==> src/rtl/cache_mem_line_xfer.sv <==
// Memory-side line transfer engine: one refill or write-back line per
// transaction, serialised into BUS_W beats on the main-memory bus.
module cache_mem_line_xfer #(
    parameter int ADDR_W = 32,
    parameter int LINE_W = 128,
    parameter int BUS_W  = 32
) (
    input  logic              clk,
    input  logic              reset,
    input  logic              req_valid,
    input  logic              req_rw,
    input  logic [ADDR_W-1:0] req_addr,
    input  logic [LINE_W-1:0] req_wdata,
    output logic              req_ready,
    output logic              resp_valid,
    output logic [LINE_W-1:0] resp_rdata,
    output logic              mem_cmd_valid,
    input  logic              mem_cmd_ready,
    output logic              mem_cmd_we,
    output logic [ADDR_W-1:0] mem_cmd_addr,
    output logic              mem_wvalid,
    input  logic              mem_wready,
    output logic [BUS_W-1:0]  mem_wdata,
    input  logic              mem_rvalid,
    output logic              mem_rready,
    input  logic [BUS_W-1:0]  mem_rdata
);

    localparam int BEATS = LINE_W / BUS_W;
    localparam int CW    = (BEATS > 1) ? $clog2(BEATS) : 1;
    localparam logic [CW-1:0]     LAST     = CW'(BEATS - 1);
    localparam logic [ADDR_W-1:0] OFF_MASK = ADDR_W'(LINE_W / 8 - 1);

    typedef enum logic [2:0] {IDLE, CMD, WDATA, RDATA, DONE} state_e;

    state_e                       state_q, state_d;
    logic [CW-1:0]                cnt_q, cnt_d;
    logic [BEATS-1:0][BUS_W-1:0]  buf_q, buf_d;
    logic [ADDR_W-1:0]            addr_q, addr_d;
    logic                         rw_q, rw_d;
    logic                         ready_q, ready_d;

    always_ff @(posedge clk or negedge reset) begin
        if (!reset) begin
            state_q <= IDLE;
            cnt_q   <= '0;
            buf_q   <= '0;
            addr_q  <= '0;
            rw_q    <= 1'b0;
            ready_q <= 1'b0;
        end else begin
            state_q <= state_d;
            cnt_q   <= cnt_d;
            buf_q   <= buf_d;
            addr_q  <= addr_d;
            rw_q    <= rw_d;
            ready_q <= ready_d;
        end
    end

    assign req_ready  = ready_q;
    assign resp_rdata = buf_q;

    always_comb begin
        state_d       = state_q;
        cnt_d         = cnt_q;
        buf_d         = buf_q;
        addr_d        = addr_q;
        rw_d          = rw_q;
        ready_d       = 1'b0;
        resp_valid    = 1'b0;
        mem_cmd_valid = 1'b0;
        mem_cmd_we    = 1'b0;
        mem_cmd_addr  = '0;
        mem_wvalid    = 1'b0;
        mem_wdata     = '0;
        mem_rready    = 1'b0;
        unique case (state_q)
            IDLE: begin
                // First idle cycle after reset raises ready; a handshake drops it
                ready_d = !(req_valid && ready_q);
                if (req_valid && ready_q) begin
                    addr_d  = req_addr & ~OFF_MASK;
                    rw_d    = req_rw;
                    buf_d   = req_wdata;
                    state_d = CMD;
                end
            end
            CMD: begin
                mem_cmd_valid = 1'b1;
                mem_cmd_we    = rw_q;
                mem_cmd_addr  = addr_q;
                if (mem_cmd_ready) begin
                    cnt_d   = '0;
                    state_d = rw_q ? WDATA : RDATA;
                end
            end
            WDATA: begin
                mem_wvalid = 1'b1;
                mem_wdata  = buf_q[cnt_q];
                if (mem_wready) begin
                    cnt_d = cnt_q + CW'(1);
                    if (cnt_q == LAST) state_d = DONE;
                end
            end
            RDATA: begin
                mem_rready = 1'b1;
                if (mem_rvalid) begin
                    buf_d[cnt_q] = mem_rdata;
                    cnt_d        = cnt_q + CW'(1);
                    if (cnt_q == LAST) state_d = DONE;
                end
            end
            DONE: begin
                resp_valid = 1'b1;
                ready_d    = 1'b1;
                state_d    = IDLE;
            end
            default: state_d = IDLE;
        endcase
    end

endmodule

==> config.mk <==
export PLATFORM = sky130hd
export DESIGN_NAME = cache_mem_line_xfer
export DESIGN_NICKNAME = d
export VERILOG_FILES = /design/src/rtl/cache_mem_line_xfer.sv
export SDC_FILE = /design/constraint.sdc
export NUM_CORES = 1
export LEC_CHECK = 0
export BUFFER_PORTS_ARGS = -buffer_cell sky130_fd_sc_hd__buf_2
export CAP_MARGIN = 20
export CORE_AREA = 2 2 154 156
export CTS_BUF_LIST = sky130_fd_sc_hd__clkbuf_8
export DETAILED_ROUTE_END_ITERATION = 12
export DIE_AREA = 0 0 156 158
export GPL_TIMING_DRIVEN = 0
export PLACE_DENSITY = 0.8
export SETUP_SLACK_MARGIN = 0.3
export SLEW_MARGIN = 20
export SYNTH_ARGS = -nofsm -noshare
export SYNTH_HDL_FRONTEND = slang
export SYNTH_SLANG_ARGS = --single-unit
==> constraint.sdc <==
create_clock -name clk -period 1.9 [get_ports clk]
set_input_delay 0.38 -clock clk [delete_from_list [all_inputs] [get_ports clk]]
set_output_delay 0.38 -clock clk [all_outputs]
set_load 0.1 [all_outputs]
==> results.json, run 1 <==
{
  "cts_buffers": 17,
  "rsz0062_at_grt": "yes",
  "status": "complete, but fails checks",
  "final_nets": 1502,
  "synth_edf_count": 0,
  "drt_wl_total_um": 42100,
  "cts.path.max_buffers": 2,
  "cp.arrival_ns": 2.01,
  "viasPerCell": 5.78,
  "fin_ws_ns": -0.486,
  "ys_seq_area_share_pct": 39.3,
  "grt_start_max_net_pins": 92,
  "slew_headroom_pct": 59.7,
  "holdPathStages": 2,
  "port_buffers": 388,
  "min_from": "req_addr[25]",
  "crit_fanout": 10,
  "hpwl_um": 26400,
  "syn_area_per_cell_um2": 13.2,
  "crit_type": "reg2out",
  "htree_levels": 4,
  "num_vias": 9266,
  "area_growth_pct": 63.7,
  "coreArea_um2": 23100,
  "die_w_um": 156,
  "die_h_um": 158,
  "finalHoldViolations": 0,
  "row_count": 56,
  "dp.cells": 1471,
  "clk_pin_slew_ns": 0.11,
  "rr_worst_depth": 10,
  "cp_top_family": "multiplexers",
  "crit_slowest_cell": "mux4_2",
  "fin_crit_sh_pct": 126,
  "required_ns": 1.52,
  "end_kind": "primary output",
  "synthesis.area_um2": 10400,
  "setup_tns_ns": -58.79,
  "clock_sinks": 163,
  "r2r_setup_slack_ns": -0.31,
  "critical_path.cell_chain": "buf_12 > buf_12 > mux4_2 > and2_4 > buf_12",
  "start_kind": "flip-flop",
  "worst_pin_slew_ns": 0.605,
  "worst_path_most_repeated_cell": "buf_12",
  "yosysWarnings": 0,
  "ys.flop_type": "dfrtp_1",
  "ys_async_sr_fraction_pct": 100,
  "start_util_pct": 45.1,
  "stdcell_count": 1603,
  "synth_top_area_cell": "dfrtp_1",
  "cts_tree": "done",
  "drv_cap": 0,
  "fp.dieArea_um2": 24600,
  "synth.distinct_cells": 32,
  "synth_area_leaders": "dfrtp_1 39%, a2bb2oi_2 17%, mux2i_1 12%",
  "hold_ws_ns": 0.147,
  "rr_endpoint": "resp_rdata[30]",
  "fin_crit_ns": 2.39,
  "yosys.area.top_type_share_pct": 39.3,
  "synthCells": 789,
  "drt_iter0_drc": 532,
  "antenna_found_initial": 6,
  "ant_nets": 0,
  "first_pass_iters": 5,
  "io_pins": 397,
  "synth-seq-cells": 163,
  "drc": 0,
  "clockRootBuffer": "clkbuf_8",
  "max_freq_mhz": 419,
  "layout-drive-gt1-share_pct": 76.4,
  "track_usage_pct": 32.9,
  "crit_cells": 5,
  "place.gp.congestion": 0.854,
  "fin_skew_ns": 0.0195,
  "cp_num_buf_inv": 3,
  "violations": "negative setup slack",
  "first_global_vias": 9644,
  "gr-total-overflow": 0,
  "whs_endpoint": "addr_q[25]",
  "wire_per_inst_um": 26.3,
  "setup_viol": 222,
  "r2r_start": "state_q[0]",
  "grt_pass1_wl_um": 59500,
  "hold_class": "in2reg",
  "clock_latency_ns": 0.46,
  "crit_path_max_incr_delay_ns": 0.52,
  "slew_violations": 0
}
==> layer usage <==
layer / part of all wire, % / global-route usage, % / vias up
met4: 3.5 / 12.0 / 8
met1: 38 / 40.2 / 4731
met5: 0.11 / 0 / -
met2: 51 / 56.8 / 504
li1: - / - / 3902
met3: 7.7 / 8.10 / 121
==> per-stage QoR <==
step | setup WS, ns | cell area [µm²] | utilization (%)
detailed placement | -0.554 | 13300 | 57.9
global route | -0.552 | 17000 | 73.8
floorplan | 0.0370 | 11000 | -
finish | -0.486 | 17000 | 73.8
global placement | -2.83 | 13300 | 57.7
CTS | -0.514 | 16500 | 71.6
==> Yosys cell counts, types with 2 or more instances <==
cell and n:
buf_4 25, inv_1 3, mux2i_1 128, dfrtp_1 163, ha_1 4, a211oi_4 4, nor3_1 2, mux2_4 10
nand2_1 4, and3b_1 5, a21oi_1 4, and2_1 62, buf_6 13, nand2b_1 130, a2bb2oi_2 120, mux2_2 21
buf_2 16, mux4_2 32, clkbuf_1 23, a2bb2oi_1 8
==> layout by cell type (no fill, tap or decap), types with 2 or more instances in the layout <==
| cell | netlist | final |
|---|---|---|
| buf_4 | 25 | 156 |
| nand2_1 | 4 | 4 |
| mux4_2 | 32 | 32 |
| and3b_1 | 5 | 2 |
| buf_6 | 13 | 56 |
| buf_16 | 0 | 14 |
| inv_8 | 0 | 2 |
| and3b_2 | 0 | 3 |
| a21oi_1 | 4 | 3 |
| mux2_2 | 21 | 19 |
| buf_8 | 0 | 14 |
| dfrtp_1 | 163 | 29 |
| nor3b_4 | 0 | 2 |
| buf_12 | 0 | 107 |
| nand2b_1 | 130 | 130 |
| buf_2 | 16 | 195 |
| ha_4 | 0 | 4 |
| clkbuf_8 | 0 | 22 |
| conb_1 | 1 | 4 |
| a211oi_4 | 4 | 4 |
| mux2_4 | 10 | 12 |
| mux2i_1 | 128 | 127 |
| clkbuf_2 | 0 | 8 |
| and2_4 | 0 | 61 |
| clkinv_4 | 0 | 2 |
| clkinvlp_4 | 0 | 4 |
| dfrtp_4 | 0 | 7 |
| a2bb2oi_2 | 120 | 127 |
| inv_6 | 0 | 5 |
| inv_1 | 3 | 2 |
| clkbuf_4 | 0 | 2 |
| clkbuf_16 | 0 | 7 |
| dfrtp_2 | 0 | 127 |
==> flip-flops by register name (all words and copies together) (netlist names) <==
| name | flops |
|---|---|
| addr_q | 28 |
| cnt_q | 2 |
| req_ready | 1 |
| resp_rdata | 128 |
| rw_q | 1 |
| state_q | 3 |
==> area by class of cell <==
| type | count | area, µm² |
|---|---|---|
| Fill cell | 1501 | 6050 |
| Clock buffer | 18 | 248 |
| Inverter | 3 | 28.8 |
| Buffer | 77 | 1090 |
| Tap cell | 290 | 363 |
| Clock inverter | 14 | 104 |
| Sequential cell | 163 | 4260 |
| Multi-Input combinational cell | 549 | 6150 |
| Antenna cell | 1 | 2.50 |
| Timing Repair Buffer | 488 | 4760 |
==> how the worst max path moves through the flow <==
stage | slack (ns) | start | endpoint
after global routing | -0.55 | cnt_q[0] | mem_wdata[30]
after detailed placement | -0.55 | state_q[0] | mem_wdata[3]
after floorplan | 0.04 | state_q[0] | mem_wdata[14]
after global placement | -2.83 | reset | resp_rdata[95]
after CTS | -0.51 | cnt_q[0] | mem_wdata[25]
final | -0.49 | cnt_q[0] | mem_wdata[17]
==> cells by family (layout without fill, tap and decap cells) <==
logic type | Yosys count | in the layout | synth area share [%]
adder cells (fa/ha/maj) | 4 | 4 | 0.482
multiplexers | 191 | 191 | 23.0
flip-flops | 163 | 163 | 39.3
AND/OR/NAND/NOR | 210 | 210 | 13.0
buffers and inverters | 80 | 600 | 4.93
other | 1 | 5 | 0.0361
AO/OA/AOI/OAI | 140 | 140 | 19.3
==> timing repair <==
action,CTS,global route
gates cloned,16,3
buffers inserted,59,20
hold buffers,1,0
hold endpoints to repair,72,0
endpoints found under the setup margin,356,233
gates resized for setup,522,67
pin swaps,11,11
Power of run 1 is not shown: default switching activity piles up to over one toggle a cycle in this logic, so the estimate is an artifact.
==> run 2: changes to the inputs <==
==> constraint.sdc (replaced) <==
create_clock -name clk -period 1.9 [get_ports clk]
set_input_delay 0.475 -clock clk [delete_from_list [all_inputs] [get_ports clk]]
set_output_delay 0.475 -clock clk [all_outputs]
set_load 0.1 [all_outputs]
==> run 2 against run 1 <==
  * The run ends with negative hold slack, negative setup slack left
  * Count of clock-buffer cells in the layout up 1
  * Core utilization up 3.1 points
  * Critical path depth unchanged
  * Fmax down 5.2%
  * Die area unchanged
  * Critical endpoint is now mem_wdata[13]
  * Largest cell class is now buffers
==> results.json, run 2 (synthesis results as in run 1) <==
{
  "status": "complete, but fails checks",
  "violations": "negative hold slack, negative setup slack",
  "place.gp.congestion": 0.819,
  "wire_per_inst_um": 26.5,
  "first_global_vias": 9260,
  "largest_reg_flops": 128,
  "grt_start_max_net_pins": 85,
  "max_freq_mhz": 397,
  "hold_class": "in2async",
  "worst_pin_slew_ns": 0.676,
  "row_count": 56,
  "drt_iter0_drc": 577,
  "fin_ws_ns": -0.616,
  "postCtsHoldBufs": 0,
  "slew_headroom_pct": 54.9,
  "start_kind": "flip-flop",
  "crit_fanout": 10,
  "finalHoldViolations": 5,
  "gr-total-overflow": 0,
  "rr_endpoint": "resp_rdata[117]",
  "n_fill_cell": 1338,
  "cts_tree": "done",
  "end_kind": "primary output",
  "fin_crit_ns": 2.52,
  "first_pass_iters": 5,
  "hpwl_um": 26400,
  "track_usage_pct": 32.2,
  "clock_latency_ns": 0.47,
  "required_ns": 1.42,
  "setup_viol": 222,
  "post-place-ws_ns": -0.620,
  "r2r_start": "state_q[1]",
  "port_buffers": 388,
  "final_util_pct": 76.9,
  "cp.arrival_ns": 2.04,
  "fin_skew_ns": 0.0181,
  "crit_type": "reg2out",
  "die_h_um": 158,
  "drt_wl_total_um": 42800,
  "cts_buffers": 17,
  "drc": 0,
  "final_cell_mix": "245 x buf_2, 133 x buf_12, 130 x nand2b_1, 128 x mux2i_1, 128 x a2bb2oi_2",
  "area_growth_pct": 70.6,
  "viasPerCell": 5.72,
  "cts.path.max_buffers": 2,
  "rr_worst_depth": 12,
  "final_nets": 1510,
  "coreArea_um2": 23100,
  "layout_commonest_cell": "buf_2",
  "r2r_setup_slack_ns": -0.43,
  "layout-drive-gt1-share_pct": 76.4,
  "fin_crit_sh_pct": 132,
  "clk_pin_slew_ns": 0.10,
  "die_w_um": 156,
  "hold_ws_ns": -0.0242,
  "clock_sinks": 163,
  "rsz0062_at_grt": "yes",
  "grt_pass1_wl_um": 58200,
  "clockRootBuffer": "clkbuf_8",
  "start_util_pct": 45.1,
  "num_vias": 9221,
  "slew_violations": 0,
  "ant_nets": 0,
  "drv_cap": 0,
  "io_pins": 397,
  "htree_levels": 4,
  "fp.dieArea_um2": 24600,
  "antenna_found_initial": 4
}
-- run 2: cell count changes in the layout (fill, tap and decap cells not counted), sizes merged --
cell         before  now
clkbuf           39   47
bufbuf            1    0
clkinv            3    5
buf             542  545
clkinvlp          4    2
dlygate4sd3       1    0
inv              10    8
bufinv            0    1
diode             1    2
-- run 2: routing by layer --
metal / GRT usage (%) / part of all wire (%) / routed length [µm] / up-vias
met3: 7.69 / 7.3 / 3130 / 106
li1: - / - / - / 3925
met2: 55.2 / 51 / 21600 / 477
met1: 40.5 / 39 / 16600 / 4709
met5: 0 / 0.061 / 26 / -
met4: 9.70 / 3.2 / 1380 / 4
-- run 2: critical path, cell delays in order, from the launching register on --
cell and delay [ns]:
dfrtp_2 0.40, buf_12 0.15, buf_12 0.17, mux4_2 0.51, and2_4 0.17, buf_12 0.16
-- run 2: how the worst max path moves through the flow --
stage | from | end | slack, ns | depth (start not counted)
after floorplan | state_q[0] | mem_wdata[14] | -0.06 | 4
after global placement | reset | resp_rdata[95] | -2.95 | 1
after detailed placement | state_q[1] | mem_wdata[2] | -0.62 | 5
after CTS | cnt_q[0] | mem_wdata[30] | -0.64 | 5
after global routing | cnt_q[0] | mem_wdata[13] | -0.67 | 5
final | cnt_q[0] | mem_wdata[13] | -0.62 | 5
-- run 2: what timing repair did --
item	4_1_cts	5_1_grt
pin swaps	13	12
endpoints found under the setup margin	356	354
cloned	18	9
buffers inserted	56	24
resized for setup	388	388
-- run 2: cell type report --
type / instances / area (µm²) / area share, %
Multi-Input combinational cell: 549 / 6110 / 34.5
Clock inverter: 13 / 124 / 0.699
Timing Repair Buffer: 496 / 5490 / 31.0
Inverter: 3 / 28.8 / 0.162
Tap cell: 290 / 363 / 2.05
Clock buffer: 19 / 262 / 1.48
Sequential cell: 163 / 4260 / 24.1
Buffer: 77 / 1070 / 6.06
Antenna cell: 2 / 5.00 / 0.0282
-- run 2: per-stage QoR --
stage / hold slack (ns) / cell area [µm²] / instances / TNS (ns)
floorplan: 0.179 / 11000 / 792 / -2.16
global placement: 0.488 / 13300 / 1470 / -474.09
detailed placement: 0.491 / 13300 / 1471 / -52.63
CTS: 0.00550 / 16200 / 1577 / -67.70
global route: 0.0164 / 17700 / 1612 / -92.49
finish: -0.0242 / 17700 / 1612 / -79.29
Power of run 2 is left out for the same reason.
==> run 3: changes to the inputs <==
--- a/config.mk
+++ b/config.mk
@@ -13,6 +13,7 @@
 export DIE_AREA = 0 0 156 158
 export GPL_TIMING_DRIVEN = 0
 export PLACE_DENSITY = 0.8
+export RECOVER_POWER = 25
 export SETUP_SLACK_MARGIN = 0.3
 export SLEW_MARGIN = 20
 export SYNTH_ARGS = -nofsm -noshare
==> run 3 against run 2 <==
  * The flow finishes with violations (negative setup slack)
  * Die area stayed put
  * Register-to-register slack barely moved
  * Critical path depth did not move
  * Sequential share of layout area is essentially flat
  * Design area about the same
  * Highest routed layer unchanged
==> results.json, run 3 (synthesis results as in run 1) <==
{
  "drt_wl_total_um": 42700,
  "viasPerCell": 5.72,
  "fin_skew_ns": 0.0182,
  "setup_viol": 222,
  "hold_ws_ns": 0.243,
  "rsz0062_at_grt": "yes",
  "hpwl_um": 26400,
  "hold_class": "in2reg",
  "crit_fanout": 10,
  "dp.cells": 1471,
  "coreArea_um2": 23100,
  "place.gp.congestion": 0.819,
  "start_util_pct": 45.1,
  "clockRootBuffer": "clkbuf_8",
  "antenna_found_initial": 4,
  "layout-drive-gt1-share_pct": 76.4,
  "stdcell_count": 1612,
  "fp.dieArea_um2": 24600,
  "cts.path.max_buffers": 2,
  "postCtsHoldBufs": 0,
  "drc": 0,
  "violations": "negative setup slack",
  "cp_num_buf_inv": 3,
  "htree_levels": 4,
  "max_freq_mhz": 398,
  "drt_iter0_drc": 577,
  "r2r_start": "state_q[1]",
  "postPlaceCellArea_um2": 13300,
  "crit_type": "reg2out",
  "first_pass_iters": 5,
  "crit_start": "cnt_q[0]",
  "cp.arrival_ns": 2.04,
  "die_w_um": 156,
  "final_util_pct": 76.9,
  "port_buffers": 388,
  "clock_sinks": 163,
  "crit_path_max_incr_delay_ns": 0.51,
  "clk_pin_slew_ns": 0.10,
  "min_from": "req_addr[12]",
  "start_kind": "flip-flop",
  "area_growth_pct": 70.5,
  "layout_commonest_cell": "buf_2",
  "required_ns": 1.42,
  "worst_pin_slew_ns": 1.21,
  "fin_ws_ns": -0.615,
  "gr-total-overflow": 0,
  "slew_headroom_pct": 19.2,
  "finalHoldViolations": 0,
  "grt_start_max_net_pins": 85,
  "final_nets": 1510,
  "wire_per_inst_um": 26.5,
  "drv_cap": 0,
  "cts_tree": "done",
  "ant_nets": 0,
  "row_count": 56,
  "fin_crit_sh_pct": 132,
  "cp_top_family": "multiplexers",
  "crit_slowest_cell": "mux4_2",
  "slew_violations": 0,
  "worst_path_most_repeated_cell": "buf_12",
  "io_pins": 397,
  "clock_latency_ns": 0.47,
  "first_global_vias": 9260,
  "num_vias": 9218,
  "cts_buffers": 17,
  "critical_path.cell_chain": "buf_12 > buf_12 > mux4_2 > and2_4 > buf_12",
  "final_cell_mix": "245 x buf_2, 133 x buf_12, 130 x nand2b_1, 128 x mux2i_1, 128 x a2bb2oi_2",
  "final_cell_area_um2": 17700,
  "largest_reg_flops": 128,
  "grt_pass1_wl_um": 58200,
  "fin_crit_ns": 2.52,
  "die_h_um": 158,
  "track_usage_pct": 32.2,
  "end_kind": "primary output",
  "status": "complete, but fails checks"
}
run 3: area by class of cell:
cell class | instances | area [µm²]
clock inverter | 13 | 124
timing repair buffer | 496 | 5480
sequential | 163 | 4260
inverter | 3 | 28.8
fill | 1340 | 5340
antenna | 2 | 5.00
tap | 290 | 363
multi-input combinational | 549 | 6110
clock buffer | 19 | 262
buffer | 77 | 1070
run 3: final timing paths:
path / slack, ns / to / cells after the start
min in group asynchronous: 0.26 / resp_rdata[123] / 1
max reg2reg: -0.43 / resp_rdata[117] / 12
min: 0.24 / addr_q[12] / 2
max in group asynchronous: 0.57 / resp_rdata[73] / 2
min reg2reg: 0.52 / addr_q[5] / 1
max: -0.62 / mem_wdata[13] / 5
run 3: timing repair:
item,in CTS,in global routing
setup endpoints to repair,356,354
resized for setup,388,388
setup buffers,56,24
pin swaps,13,12
cloned,18,9
run 3: metal layers:
layer,wire (µm),global-route usage (%)
met1,16500,40.5
met2,21600,55.2
met3,3140,7.69
met4,1380,9.70
met5,26,0
run 3: per-stage QoR:
stage	setup slack [ns]	setup TNS (ns)
2_1_floorplan	-0.0580	-2.16
3_3_place_gp	-2.95	-474.09
3_5_place_dp	-0.620	-52.63
4_1_cts	-0.643	-67.70
5_1_grt	-0.675	-92.49
6_report	-0.615	-79.03
Power of run 3 is left out for the same reason.
